--- src/rtl/id_ex_stage.sv ---
// ----------------------------------------------------------------------------
// id_ex_stage
// ID/EX pipeline register in front of the 64-bit EX ALU. It captures decoded
// operands, the immediate and controls every cycle. RAW hazards are resolved by
// forwarding from EX/MEM and MEM/WB, and by a one-cycle load-use stall. A
// branch flush or an invalid ID slot inserts a bubble.
//
// Ports
//   clk, rst_n                         clock, async active-low reset
//   id_*                               decoded instruction in the ID slot
//   mem_RegWrite/mem_rd/mem_result     EX/MEM writeback candidate
//   wb_RegWrite/wb_rd/wb_data          MEM/WB writeback (also hits the RF now)
//   flush                              taken branch, squash the ID instruction
//   stall                              combinational hold for PC and IF/ID
//   ex_data1/ex_read2                  forwarded ALU operands (combinational)
//   ex_*                               registered EX-slot fields
// ----------------------------------------------------------------------------
module id_ex_stage #(
  parameter int unsigned XLEN   = 64,
  parameter int unsigned FWD_EN = 1
) (
  input  logic            clk,
  input  logic            rst_n,
  input  logic            id_valid,
  input  logic [4:0]      id_rs1,
  input  logic [4:0]      id_rs2,
  input  logic [4:0]      id_rd,
  input  logic [XLEN-1:0] id_read1,
  input  logic [XLEN-1:0] id_read2,
  input  logic [XLEN-1:0] id_imme,
  input  logic            id_ALUSrc,
  input  logic [3:0]      id_ALUcontrol,
  input  logic            id_MemRead,
  input  logic            id_MemWrite,
  input  logic            id_RegWrite,
  input  logic            id_MemtoReg,
  input  logic            id_Branch,
  input  logic            mem_RegWrite,
  input  logic [4:0]      mem_rd,
  input  logic [XLEN-1:0] mem_result,
  input  logic            wb_RegWrite,
  input  logic [4:0]      wb_rd,
  input  logic [XLEN-1:0] wb_data,
  input  logic            flush,
  output logic            stall,
  output logic            ex_valid,
  output logic [XLEN-1:0] ex_data1,
  output logic [XLEN-1:0] ex_read2,
  output logic [XLEN-1:0] ex_imme,
  output logic            ex_ALUSrc,
  output logic [3:0]      ex_ALUcontrol,
  output logic            ex_MemRead,
  output logic            ex_MemWrite,
  output logic            ex_RegWrite,
  output logic            ex_MemtoReg,
  output logic            ex_Branch,
  output logic [4:0]      ex_rs1,
  output logic [4:0]      ex_rs2,
  output logic [4:0]      ex_rd
);

  localparam logic FwdOn = (FWD_EN != 0);

  logic            valid_q,    valid_d;
  logic [4:0]      rs1_q,      rs1_d;
  logic [4:0]      rs2_q,      rs2_d;
  logic [4:0]      rd_q,       rd_d;
  logic [XLEN-1:0] read1_q,    read1_d;
  logic [XLEN-1:0] read2_q,    read2_d;
  logic [XLEN-1:0] imme_q,     imme_d;
  logic            alusrc_q,   alusrc_d;
  logic [3:0]      aluctl_q,   aluctl_d;
  logic            memread_q,  memread_d;
  logic            memwrite_q, memwrite_d;
  logic            regwrite_q, regwrite_d;
  logic            memtoreg_q, memtoreg_d;
  logic            branch_q,   branch_d;

  logic capture;
  logic wt1, wt2;
  logic mem_hit1, mem_hit2, wb_hit1, wb_hit2;

  // Load-use hazard: rs2 is compared even when unused (conservative).
  assign stall = valid_q & memread_q & (rd_q != 5'd0) & id_valid &
                 ((rd_q == id_rs1) | (rd_q == id_rs2));

  assign capture = id_valid & ~flush & ~stall;

  // Register file write in this same cycle would be missed by id_read*.
  assign wt1 = wb_RegWrite & (wb_rd != 5'd0) & (wb_rd == id_rs1);
  assign wt2 = wb_RegWrite & (wb_rd != 5'd0) & (wb_rd == id_rs2);

  // Next-state: normal capture, otherwise an all-zero bubble.
  always_comb begin
    valid_d    = 1'b0;
    rs1_d      = '0;
    rs2_d      = '0;
    rd_d       = '0;
    read1_d    = '0;
    read2_d    = '0;
    imme_d     = '0;
    alusrc_d   = 1'b0;
    aluctl_d   = 4'b0000;
    memread_d  = 1'b0;
    memwrite_d = 1'b0;
    regwrite_d = 1'b0;
    memtoreg_d = 1'b0;
    branch_d   = 1'b0;
    if (capture) begin
      valid_d    = 1'b1;
      rs1_d      = id_rs1;
      rs2_d      = id_rs2;
      rd_d       = id_rd;
      read1_d    = wt1 ? wb_data : id_read1;
      read2_d    = wt2 ? wb_data : id_read2;
      imme_d     = id_imme;
      alusrc_d   = id_ALUSrc;
      aluctl_d   = id_ALUcontrol;
      memread_d  = id_MemRead;
      memwrite_d = id_MemWrite;
      regwrite_d = id_RegWrite;
      memtoreg_d = id_MemtoReg;
      branch_d   = id_Branch;
    end
  end

  // ID/EX register.
  always_ff @(posedge clk or negedge rst_n) begin
    if (!rst_n) begin
      valid_q    <= 1'b0;
      rs1_q      <= '0;
      rs2_q      <= '0;
      rd_q       <= '0;
      read1_q    <= '0;
      read2_q    <= '0;
      imme_q     <= '0;
      alusrc_q   <= 1'b0;
      aluctl_q   <= 4'b0000;
      memread_q  <= 1'b0;
      memwrite_q <= 1'b0;
      regwrite_q <= 1'b0;
      memtoreg_q <= 1'b0;
      branch_q   <= 1'b0;
    end else begin
      valid_q    <= valid_d;
      rs1_q      <= rs1_d;
      rs2_q      <= rs2_d;
      rd_q       <= rd_d;
      read1_q    <= read1_d;
      read2_q    <= read2_d;
      imme_q     <= imme_d;
      alusrc_q   <= alusrc_d;
      aluctl_q   <= aluctl_d;
      memread_q  <= memread_d;
      memwrite_q <= memwrite_d;
      regwrite_q <= regwrite_d;
      memtoreg_q <= memtoreg_d;
      branch_q   <= branch_d;
    end
  end

  // x0 is never a forwarding source.
  assign mem_hit1 = FwdOn & mem_RegWrite & (mem_rd != 5'd0) & (mem_rd == rs1_q);
  assign mem_hit2 = FwdOn & mem_RegWrite & (mem_rd != 5'd0) & (mem_rd == rs2_q);
  assign wb_hit1  = FwdOn & wb_RegWrite  & (wb_rd  != 5'd0) & (wb_rd  == rs1_q);
  assign wb_hit2  = FwdOn & wb_RegWrite  & (wb_rd  != 5'd0) & (wb_rd  == rs2_q);

  // Operand muxes: EX/MEM is younger than MEM/WB, so it takes priority.
  always_comb begin
    ex_data1 = '0;
    ex_read2 = '0;
    if (valid_q) begin
      if (mem_hit1)     ex_data1 = mem_result;
      else if (wb_hit1) ex_data1 = wb_data;
      else              ex_data1 = read1_q;
      if (mem_hit2)     ex_read2 = mem_result;
      else if (wb_hit2) ex_read2 = wb_data;
      else              ex_read2 = read2_q;
    end
  end

  assign ex_valid      = valid_q;
  assign ex_imme       = imme_q;
  assign ex_ALUSrc     = alusrc_q;
  assign ex_ALUcontrol = aluctl_q;
  assign ex_MemRead    = memread_q;
  assign ex_MemWrite   = memwrite_q;
  assign ex_RegWrite   = regwrite_q;
  assign ex_MemtoReg   = memtoreg_q;
  assign ex_Branch     = branch_q;
  assign ex_rs1        = rs1_q;
  assign ex_rs2        = rs2_q;
  assign ex_rd         = rd_q;

endmodule

--- config.mk ---
export PLATFORM = sky130hd
export DESIGN_NAME = id_ex_stage
export DESIGN_NICKNAME = d
export VERILOG_FILES = /design/src/rtl/id_ex_stage.sv
export SDC_FILE = /design/constraint.sdc
export NUM_CORES = 1
export LEC_CHECK = 0
export CAP_MARGIN = 0
export CORE_AREA = 2 2 226 228
export CTS_CLUSTER_DIAMETER = 30
export DETAILED_ROUTE_END_ITERATION = 8
export DIE_AREA = 0 0 228 230
export DONT_BUFFER_PORTS = 1
export GPL_ROUTABILITY_DRIVEN = 0
export HOLD_SLACK_MARGIN = 0.15
export PLACE_DENSITY = 0.54
export SLEW_MARGIN = 20
export SYNTH_ARGS = -nofsm -noshare
export SYNTH_HDL_FRONTEND = slang
export SYNTH_SLANG_ARGS = --single-unit
--- constraint.sdc ---
create_clock -name clk -period 6.6 [get_ports clk]
set_input_delay 1.32 -clock clk [delete_from_list [all_inputs] [get_ports clk]]
set_output_delay 1.32 -clock clk [all_outputs]
set_load 0.02 [all_outputs]
==> results.tsv <==
metric	value	unit
outcome	completed	
synth_ff_type	dfrtp_1	
netlist_instances	1678	
seqPwrFrac	28.4	%
yosys-top-cells-count	nand4_1, o31ai_1, dfrtp_1, clkbuf_1	
cts-root-buf	clkbuf_16	
synthDistinctLibCells	32	
met2_usage	42.9	%
cts_setup_buffers	0	
coreArea	0.0499	mm²
setup_tns	0	ns
stdcell_count	2202	
rsz0062_at_grt	false	
cts_resized	0	
ys_warn_count	0	
gr-usage-met1	35.2	%
finClkSkew	0.0183	ns
cp_cell_sequence	or4_4 > o21ai_4 > buf_12 > buf_4 > o31ai_1 > a31oi_1	
syn_nets	2039	
cts-htree-levels	2	
top_usage_layer	met2	
min_period_over_period	77.4	%
sw_frac_of_total	29.4	%
synth_area	0.0156	mm²
power_density	287	mW/mm²
cts.sinks	218	
drc_errors	0	
synth-async-reset-ratio	100	%
path_class	in -> out	
clkPwrFrac	57.6	%
hold_violations	0	
io_buffer_count	0	
synth_edf_count	0	
via_per_inst	7.37	
antenna_found_initial	9	
fmax	196	MHz
worstSetupPathDepth	6	
ys_ff_latch	218	
relSlewSlack	20.9	%
die-area	0.0524	mm²
start_util	31.3	%
cts_buffers	56	
grt_max_degree	219	
crit_family	compound AO/OA/AOI/OAI gates	
totalWireLength	76.4	mm
drtIter0Drc	2185	
reg2reg_depth	6	
cp_slowest_stage_delay	0.65	ns
path_buf_inv	2	
crit_path_start_kind	primary input	
synth_area_leaders	dfrtp_1, o31ai_1, a221oi_2	
die_w	228	µm
cp_max_fo	29	
ir_drop	0.198	mV
post-route-min-period	5.11	ns
leakage	5.92	nW
drive_gt1_share	19.0	%
drv_cap	0	
internal_power	0.00363	W
first_global_vias	15900	
end_kind	primary output	
clockBufferDepth	3	
fp.dieH	230	µm
routedWlPerCell	34.7	µm
clkSlewWorstSetupHoldPaths	0.04	ns
grt_pass1_wl	112	mm
hold_class	in -> async	
place_inst	2091	
timing_worst_slew_pin_value	1.19	ns
syn_avg_cell_area	9.30	µm²
placementRows	82	
track_usage	27.9	%
cts_hold_buffers	0	
overflow	0	
dr.pass1.iters	6	
p_switching	0.00151	W
synth.yosys.seq_area_share	35.0	%
power	0.00514	W
dp_hpwl	47.9	mm
setup_viol	0	
pwr-share-comb	14.0	%
hold_ws	0.444	ns
final_nets	1838	
vias	16200	
clock_latency	0.58	ns
ioPinCount	580	
antenna_left	0	
use_met3	9.40	%
cpMaxStageDelayCell	o21ai_4	
synth_largest_area_cell	dfrtp_1	
tritoncts	yes	
cp.arrival	3.79	ns
area_growth	14.6	%
critical_path_required	5.28	ns
yosysTopAreaCellShare	35.0	%
n_fill_cell	5053	
slew_violations	0	
cell families (layout without fill, tap and decap cells):
| kind of cell | Yosys count | in the layout | share of synthesized area, % |
|---|---|---|---|
| AOI/OAI and AO/OA | 735 | 735 | 40.9 |
| xor gates and xnor gates | 40 | 40 | 2.24 |
| buffers and inverters | 396 | 241 | 10.5 |
| DFF | 218 | 218 | 35.0 |
| other | 0 | 7 | 0 |
| and+or+nand+nor | 289 | 289 | 11.4 |
final timing paths:
check / end / startpoint / slack, ns
min in group clk: ex_imme[17] / id_imme[17] / 0.84
max in group asynchronous: ex_valid / rst_n / 5.75
max reg2reg: read1_q[16] / ex_valid / 2.39
min reg2reg: ex_rd[3] / ex_MemRead / 1.44
min: read1_q[15] / rst_n / 0.44
max: ex_data1[38] / wb_rd[1] / 1.49
power by group through the flow:
stage | logic, W | clock network (W) | registers, W
2_1_floorplan | 0.000508 | 0 | 0.00146
3_3_place_gp | 0.000687 | 0 | 0.00148
3_5_place_dp | 0.000699 | 0 | 0.00148
4_1_cts | 0.000698 | 0.00299 | 0.00146
5_1_grt | 0.000751 | 0.00307 | 0.00146
6_report | 0.000719 | 0.00296 | 0.00146
metal layers:
layer | up-vias | part of all wire, %
met5 | - | 0.027
met4 | 4 | 5.0
met3 | 267 | 12
met2 | 1326 | 45
met1 | 8023 | 38
li1 | 6609 | -
area by class of cell:
| cell class | instances | area [µm²] | share of cell area, % |
|---|---|---|---|
| diodes | 7 | 17.5 | 0.0980 |
| clock buffers | 68 | 1540 | 8.60 |
| clock inverters | 36 | 504 | 2.82 |
| inverters | 89 | 334 | 1.87 |
| multi-input cells | 1064 | 8680 | 48.5 |
| flip-flops and latches | 218 | 5460 | 30.5 |
| well taps | 672 | 841 | 4.70 |
| repair buffers | 48 | 510 | 2.85 |
through the flow:
step	util [%]	area, µm²	setup slack, ns
after global placement	31.7	15800	1.53
after detailed placement	31.7	15800	1.50
final	35.9	17900	1.49
after global routing	35.9	17900	1.41
after floorplan	-	15600	2.24
after CTS	35.8	17900	1.50
cells in the final DEF, fill, tap and decap left out, drive strengths merged, types with 11 or more instances in the layout:
| master | n |
|---|---|
| buf | 48 |
| a31oi | 128 |
| clkinv | 13 |
| nand4 | 256 |
| xnor2 | 36 |
| o31ai | 256 |
| a221oi | 128 |
| o41ai | 128 |
| dfrtp | 218 |
| clkbuf | 68 |
| bufinv | 11 |
| a211oi | 89 |
| inv | 92 |
worst register-to-register path: stages, from the launching register on:
cell and delay (ns):
dfrtp_4 1.14, buf_4 0.58, nand3_1 0.24, a21oi_4 0.16
buf_4 0.66, buf_12 0.71, a221oi_2 0.53
registers in the layout (all words and copies together) (netlist names):
register       cells
ex_MemtoReg        1
ex_Branch          1
ex_RegWrite        1
ex_rs1             5
ex_imme           64
ex_MemWrite        1
ex_rs2             5
ex_ALUcontrol      4
ex_MemRead         1
read1_q           64
ex_rd              5
ex_ALUSrc          1
read2_q           64
ex_valid           1
Power figures use the tool's default switching activity.
